==> src/rtl/stopwatch_ctrl_fsm.sv <==
// stopwatch_ctrl_fsm: button conditioning and run/lap/stop sequencer for the BCD stopwatch counter
// Ports:
//    i_rtcclk      rtc clock, rising edge
//    i_reset_n     asynchronous active-low reset
//    i_startstop   raw start/stop button, active high
//    i_lapreset    raw lap/reset button, active high
//    i_count       BCD count fed back from the counter
//    o_countenb    counter count enable
//    o_countinit   counter synchronous clear
//    o_latchcount  1 = display tracks count, 0 = lap hold
//    o_state       00 IDLE, 01 RUN, 10 LAP, 11 STOP
module stopwatch_ctrl_fsm #(
   parameter int          DEBOUNCE_CNT = 3,
   parameter logic [23:0] MAX_COUNT    = 24'h595999,
   parameter bit          STOP_AT_MAX  = 1'b1
) (
   input  logic        i_rtcclk,
   input  logic        i_reset_n,
   input  logic        i_startstop,
   input  logic        i_lapreset,
   input  logic [23:0] i_count,
   output logic        o_countenb,
   output logic        o_countinit,
   output logic        o_latchcount,
   output logic [1:0]  o_state
);
   localparam int CW = $clog2(DEBOUNCE_CNT > 1 ? DEBOUNCE_CNT : 2);
   typedef enum logic [1:0] {IDLE = 2'b00, RUN = 2'b01, LAP = 2'b10, STOP = 2'b11} state_t;
   state_t state, state_nxt;
   logic [1:0] s1, s2, deb, deb_q, press;
   logic [CW-1:0] cnt [2];
   logic ss, lr, at_max;
   assign press  = deb & ~deb_q;
   assign ss     = press[0];
   assign lr     = press[1];
   assign at_max = STOP_AT_MAX && (i_count == MAX_COUNT);
   // bit 0 = start/stop, bit 1 = lap/reset; a level flips only after DEBOUNCE_CNT differing samples
   always_ff @(posedge i_rtcclk or negedge i_reset_n)
      if (!i_reset_n) begin
         s1     <= '0;
         s2     <= '0;
         deb    <= '0;
         deb_q  <= '0;
         cnt[0] <= '0;
         cnt[1] <= '0;
      end else begin
         s1    <= {i_lapreset, i_startstop};
         s2    <= s1;
         deb_q <= deb;
         for (int i = 0; i < 2; i++)
            if (s2[i] == deb[i]) cnt[i] <= '0;
            else if (cnt[i] == CW'(DEBOUNCE_CNT - 1)) begin
               deb[i] <= s2[i];
               cnt[i] <= '0;
            end else cnt[i] <= cnt[i] + CW'(1);
      end
   always_ff @(posedge i_rtcclk or negedge i_reset_n)
      if (!i_reset_n) state <= IDLE;
      else state <= state_nxt;
   // start/stop has priority; a simultaneous lap/reset press is dropped
   always_comb begin
      state_nxt = state;
      case (state)
         IDLE:    state_nxt = ss ? RUN : IDLE;
         RUN:     state_nxt = (at_max || ss) ? STOP : lr ? LAP : RUN;
         LAP:     state_nxt = (at_max || ss) ? STOP : lr ? RUN : LAP;
         STOP:    state_nxt = ss ? (at_max ? STOP : RUN) : lr ? IDLE : STOP;
         default: state_nxt = IDLE;
      endcase
   end
   assign o_countinit  = state == IDLE;
   assign o_latchcount = state != LAP;
   assign o_countenb   = (state == RUN || state == LAP) && !at_max;
   assign o_state      = state;
endmodule

==> config.mk <==
export PLATFORM = sky130hd
export DESIGN_NAME = stopwatch_ctrl_fsm
export DESIGN_NICKNAME = d
export VERILOG_FILES = /design/src/rtl/stopwatch_ctrl_fsm.sv
export SDC_FILE = /design/constraint.sdc
export NUM_CORES = 1
export LEC_CHECK = 0
export ABC_CLOCK_PERIOD_IN_PS = 3550
export BUFFER_PORTS_ARGS = -buffer_cell sky130_fd_sc_hd__buf_2
export CELL_PAD_IN_SITES_DETAIL_PLACEMENT = 1
export CELL_PAD_IN_SITES_GLOBAL_PLACEMENT = 1
export CORE_MARGIN = 2
export CORE_UTILIZATION = 35
export CTS_BUF_LIST = sky130_fd_sc_hd__clkbuf_8
export CTS_CLUSTER_DIAMETER = 150
export CTS_CLUSTER_SIZE = 24
export DETAILED_ROUTE_END_ITERATION = 12
export GPL_ROUTABILITY_DRIVEN = 0
export PLACE_DENSITY = 0.84
export SLEW_MARGIN = 30
export SYNTH_ARGS = -nofsm -noshare
export SYNTH_HDL_FRONTEND = slang
export SYNTH_SLANG_ARGS = --single-unit
==> constraint.sdc <==
create_clock -name i_rtcclk -period 3.55 [get_ports i_rtcclk]
set_clock_uncertainty 0.05 [all_clocks]
set_input_delay 0.8875 -clock i_rtcclk [delete_from_list [all_inputs] [get_ports i_rtcclk]]
set_output_delay 0.8875 -clock i_rtcclk [all_outputs]
set_load 0.05 [all_outputs]
# Word level (Yosys, flattened, before mapping)
# Index checks and enable logic that the tools add are counted.
dict set report op_classes {
  n_addsub 2
  muxes 13
  bitwise_logic 4
  div_mod_pow 0
  n_shift 0
  magnitude_cmp 0
  reduce_logical 7
  mul 0
  n_eq_ne 9
}
# operator n
set op_table {}
lappend op_table {{24-bit by 23-bit equality test with 1-bit output (second input constant)} 1}
lappend op_table {{2-bit two-way mux} 11}
lappend op_table {{2-bit equality test (second input constant)} 4}
lappend op_table {{2-bit case mux with 4 select lines} 1}
lappend op_table {{2-bit by 1-bit adder with 2-bit output (second input constant)} 2}
lappend op_table {{2-bit AND reduction} 2}
lappend op_table {{2-bit bitwise AND} 1}
lappend op_table {{1-bit equality test} 2}
lappend op_table {{2-bit by 1-bit equality test with 1-bit output (second input constant)} 1}
lappend op_table {{2-bit zero test} 1}
lappend op_table {{1-bit logical OR} 2}
lappend op_table {{2-bit inequality test (second input constant)} 1}
lappend op_table {{1-bit NOT} 2}
lappend op_table {{2-bit NOT} 1}
lappend op_table {{1-bit logical AND} 1}
lappend op_table {{1-bit zero test} 1}
lappend op_table {{1-bit two-way mux} 1}
dict set report totals {
  output_inout_bits 5
  wordCells 43
  romBits 0
  regBits 14
  mem_count 0
  input_bits 28
  latchBits 0
  ram_bits 0
}

# Depth between registers and ports, before layout
dict set report depth {
  ltp_word 5
  mapped_depth 5
}

# Worst setup path after synthesis
# Ideal clock, no wire load.
dict set report synth_timing {
  path_kind {input to output}
  from {in i_count[21]}
  to {out o_countenb}
  required_time_ns 2.612
  n_path_buf 0
  path_slack_ns 0.687
  stages 4
  arrival_time_ns 1.925
  cell_sequence {and4bb_2 > nand4_1 > nor2_2 > nor2b_1}
}
dict set report synth_between {
  elab_chain_cells 3
}
# element line_no
set synth_lines {}
lappend synth_lines {{from (decl)} 21} ;# input logic [23:0] i_count,
lappend synth_lines {{24-bit by 23-bit equality test with 1-bit output} 36} ;# assign at_max = STOP_AT_MAX && (i_count == MAX_COUNT);
lappend synth_lines {{1-bit zero test} 73} ;# assign o_countenb = (state == RUN || state == LAP) && !at_max;
lappend synth_lines {{1-bit logical AND} 73}
lappend synth_lines {{to (decl)} 22} ;# output logic o_countenb,
# No other way between the ends.

# Worst setup path after layout
dict set report layout_timing {
  from {in i_count[23]}
  to {out o_countenb}
}
# Same word-level chain as after synthesis.

==> run summary <==
The flow ran to the end, and the final reports show no timing, DRC or antenna violations. Fill cells in the final layout number 216. For the number of hold violations in the final report, the log shows 0. The tree is rooted in a clkbuf_8. During I/O placement, the number of pins put on the boundary was 33. The pin slew with the least headroom to its limit works out to 0.300 ns. The post-CTS resize count is 0, and the count of warnings emitted by yosys is 0. The mean post-synth cell area was 11.8 um2; the count of nets after finishing was 127. The run gives 27.6% as the global routing met2 resource utilization.

The clock network accounts for 20.5% of the total power. The number of buffers added on ports works out to 32. Setup repair after global routing left no endpoint under its margin.

For this block, the routed nets add up to 1520 um of wire. The cell area after synthesis was 684 um2. From synthesis to final layout, the design area changed by 34.0%. After detailed routing, the number of remaining DRC violations is 0. The share of synthesized area occupied by flip-flops and latches was 51.2%; the number of DRC markers in iteration 0 was 1. For this design, the CTS-stage hold fixing added 0 buffers.

Once the floorplan was initialized, standard cells occupied 38.4% of the core. Number of H-tree levels: 1. The post-route netlist has 44.1% of its cells at a drive strength greater than 1. The switching share of power came out at 36.7%.

For the number of antenna violations at the first check in global routing, the log shows 0. Cell internal power was estimated by the tool at 387 uW. Floorplan die width: 48.2 um. For the number of standard cells after synthesis, the log shows 58. Buffers inserted during clock tree synthesis total 3. The run gives 0 as the number of nets still failing antenna checks after routing.

The minimum period implied by the final worst setup slack works out to 2.71 ns. Clock-pin slew was measured on the worst setup and hold paths at 0.05 ns. The clock passes through at most 2 buffers.

The endpoint type of the worst setup path was an output port. After detailed routing, the number of vias per cell comes to 4.79. Dividing the final minimum period by the clock period gives 76.5%.

The largest fanout on the critical path was 3; the buffers inserted during post-CTS setup optimization was 0. TritonCTS built the clock tree. In the global route stage, met3 resource usage came out at 4.44%.

The class of the most critical hold timing path is flip-flop to flip-flop. The die outline area was 2330 um2. The worst path arrival time is 1.78 ns, and the wire length per cell is 12.9 um. After global routing, the most crowded layer is met2.

The count of pins over their slew limit came out at 0. The fmax was 0.368 GHz; the latest clock arrival within the worst-skew pair was 0.24 ns. The run gives 1220 um as the post-DP HPWL. The first global-routing pass estimated 2480 um of wire. The core region is 1780 um2.

The repair_antennas step left the layout with diodes totalling 0. Counting flops and latches in the post-synthesis netlist gives 14. The floorplan has 15 rows. Combinational cells account for 38.9% of the total power. Total track usage: 15.9%. The iteration count of the initial detailed-routing pass came out at 3.

The number of nets in the synthesized netlist is 90. After routing, the total negative slack on setup checks comes to 0 ns. Headroom to the max-slew limit came out at 80.0%. The most frequently used flop master after synthesis was dfrtp_1. In the global route stage, met1 resource usage came out at 19.1%. The global route total overflow came out at 0. The logs give 565 for the number of global-route vias before repair and 21 for the number of distinct library cell variants in the gate-level netlist after synthesis. Max-cap violations in this run came to 0. The number of endpoints failing setup at the final stage was 0; the number of sinks on the clock net was 14.

The detailed router placed 565 vias in this run. Summed over all nets, the switching power comes to 224 uW. VDD sags by at most 0.000294 V.

The number of enable-type register cells in the synthesized netlist came out at 0. The worst setup path is of the input pin to output port kind. The share of power burned in registers came out at 40.6%. The tightest hold path in the finished design has a slack of 0.299 ns. Entering global routing, the biggest net connects 15 pins. STA classifies the critical path startpoint as an input pin. From bottom edge to top edge, the die measures 48.2 um. In the synthesized netlist the async set-or-reset flop fraction comes to 100%.

In this run the static leakage power is 0.000448 uW. At the worst endpoint, the required time is 2.61 ns. Power spread over the standard cell area amounts to 666 nW/um2.
cell usage in the layout (no fill, tap or decap):
cell type,instances
mux2_2,2
buf_2,32
ha_1,4
clkbuf_8,3
nand4_1,2
o31a_1,2
a22oi_2,1
nor2_2,1
nor2b_1,3
nor2_1,6
nor3b_1,2
and4bb_1,4
o21ai_0,1
and2b_2,1
nand2b_1,2
o22ai_1,1
and4bb_2,1
a211oi_1,1
dfrtp_1,14
nor3_1,3
xnor2_1,2
a21oi_1,2
inv_1,3
synthesized netlist by cell type (all sizes together), types with 2 or more instances:
library cell | number | area [um2]
nor2b | 3 | 18.8
o31a | 2 | 17.5
mux2 | 2 | 22.5
inv | 3 | 11.3
dfrtp | 14 | 350
ha | 4 | 50.1
nor3b | 2 | 15.0
nand2b | 2 | 12.5
nor3 | 3 | 15.0
and4bb | 5 | 62.6
a21oi | 2 | 10.0
nand4 | 2 | 12.5
xnor2 | 2 | 17.5
nor2 | 7 | 28.8
flip-flops by register name, indices dropped and copies added, names as in the netlist:
register and count:
deb_q 2, s1 2, s2 2, deb 2, cnt 4, o_state 2
stage by stage:
step | setup WS [ns] | area, um2 | power (uW) | std cells | utilization, %
detailed placement | 0.822 | 876 | 489 | 115 | 49.1
CTS | 0.817 | 917 | 620 | 118 | 51.4
global placement | 0.834 | 876 | 475 | 115 | 49.1
finish | 0.836 | 917 | 611 | 118 | 51.4
floorplan | 0.687 | 684 | 427 | 58 | -
global route | 0.741 | 917 | 654 | 118 | 51.4
worst paths after layout:
kind,slack [ns],endpoint,startpoint,cells past startpoint
min in group asynchronous,0.47,s2[1],i_reset_n,1
max in group asynchronous,2.74,o_state[1],i_reset_n,1
hold reg to reg,0.30,s2[0],s1[0],0
setup reg to reg,2.12,o_state[0],o_state[0],5
setup / recovery,0.84,o_countenb,i_count[23],6
hold / removal,0.30,s2[0],s1[0],0
cell type report:
class,count,area [um2],share of cell area (%)
timing repair buffer,32,160,17.5
inverter,3,11.3,1.23
tap,25,31.3,3.41
clock buffer,3,41.3,4.50
multi-input combinational,41,323,35.2
sequential,14,350,38.2
routing by layer:
metal	wire length, um	vias to the layer above	share of wire [%]
li1	-	281	-
met1	660	270	43
met2	778	12	51
met3	66	2	4.3
met4	15	0	0.99
met5	0	-	0
kinds of logic (layout without fill, tap and decap cells):
| family | Yosys count | after routing | synth area share (%) |
|---|---|---|---|
| flip-flops | 14 | 14 | 51.2 |
| AO/OA/AOI/OAI | 8 | 8 | 8.59 |
| AND/OR/NAND/NOR | 25 | 25 | 25.4 |
| adder cells (fa/ha/maj) | 4 | 4 | 7.31 |
| multiplexers | 2 | 2 | 3.29 |
| buffers and inverters | 3 | 38 | 1.65 |
| XOR/XNOR | 2 | 2 | 2.56 |
power groups by stage:
stage | Sequential [uW] | Clock, uW | Combinational (uW)
final | 248 | 125 | 238
after floorplan | 256 | 0 | 171
after global placement | 244 | 0 | 231
after global routing | 256 | 133 | 264
after detailed placement | 249 | 0 | 240
after CTS | 249 | 130 | 241
worst max-delay path: stages:
cell and delay [ns]:
buf_2 0.09, and4bb_1 0.25, nand4_1 0.11, nor2_2 0.16, nor2b_1 0.06, buf_2 0.20
Note: power is estimated with default switching activity, not from simulation.
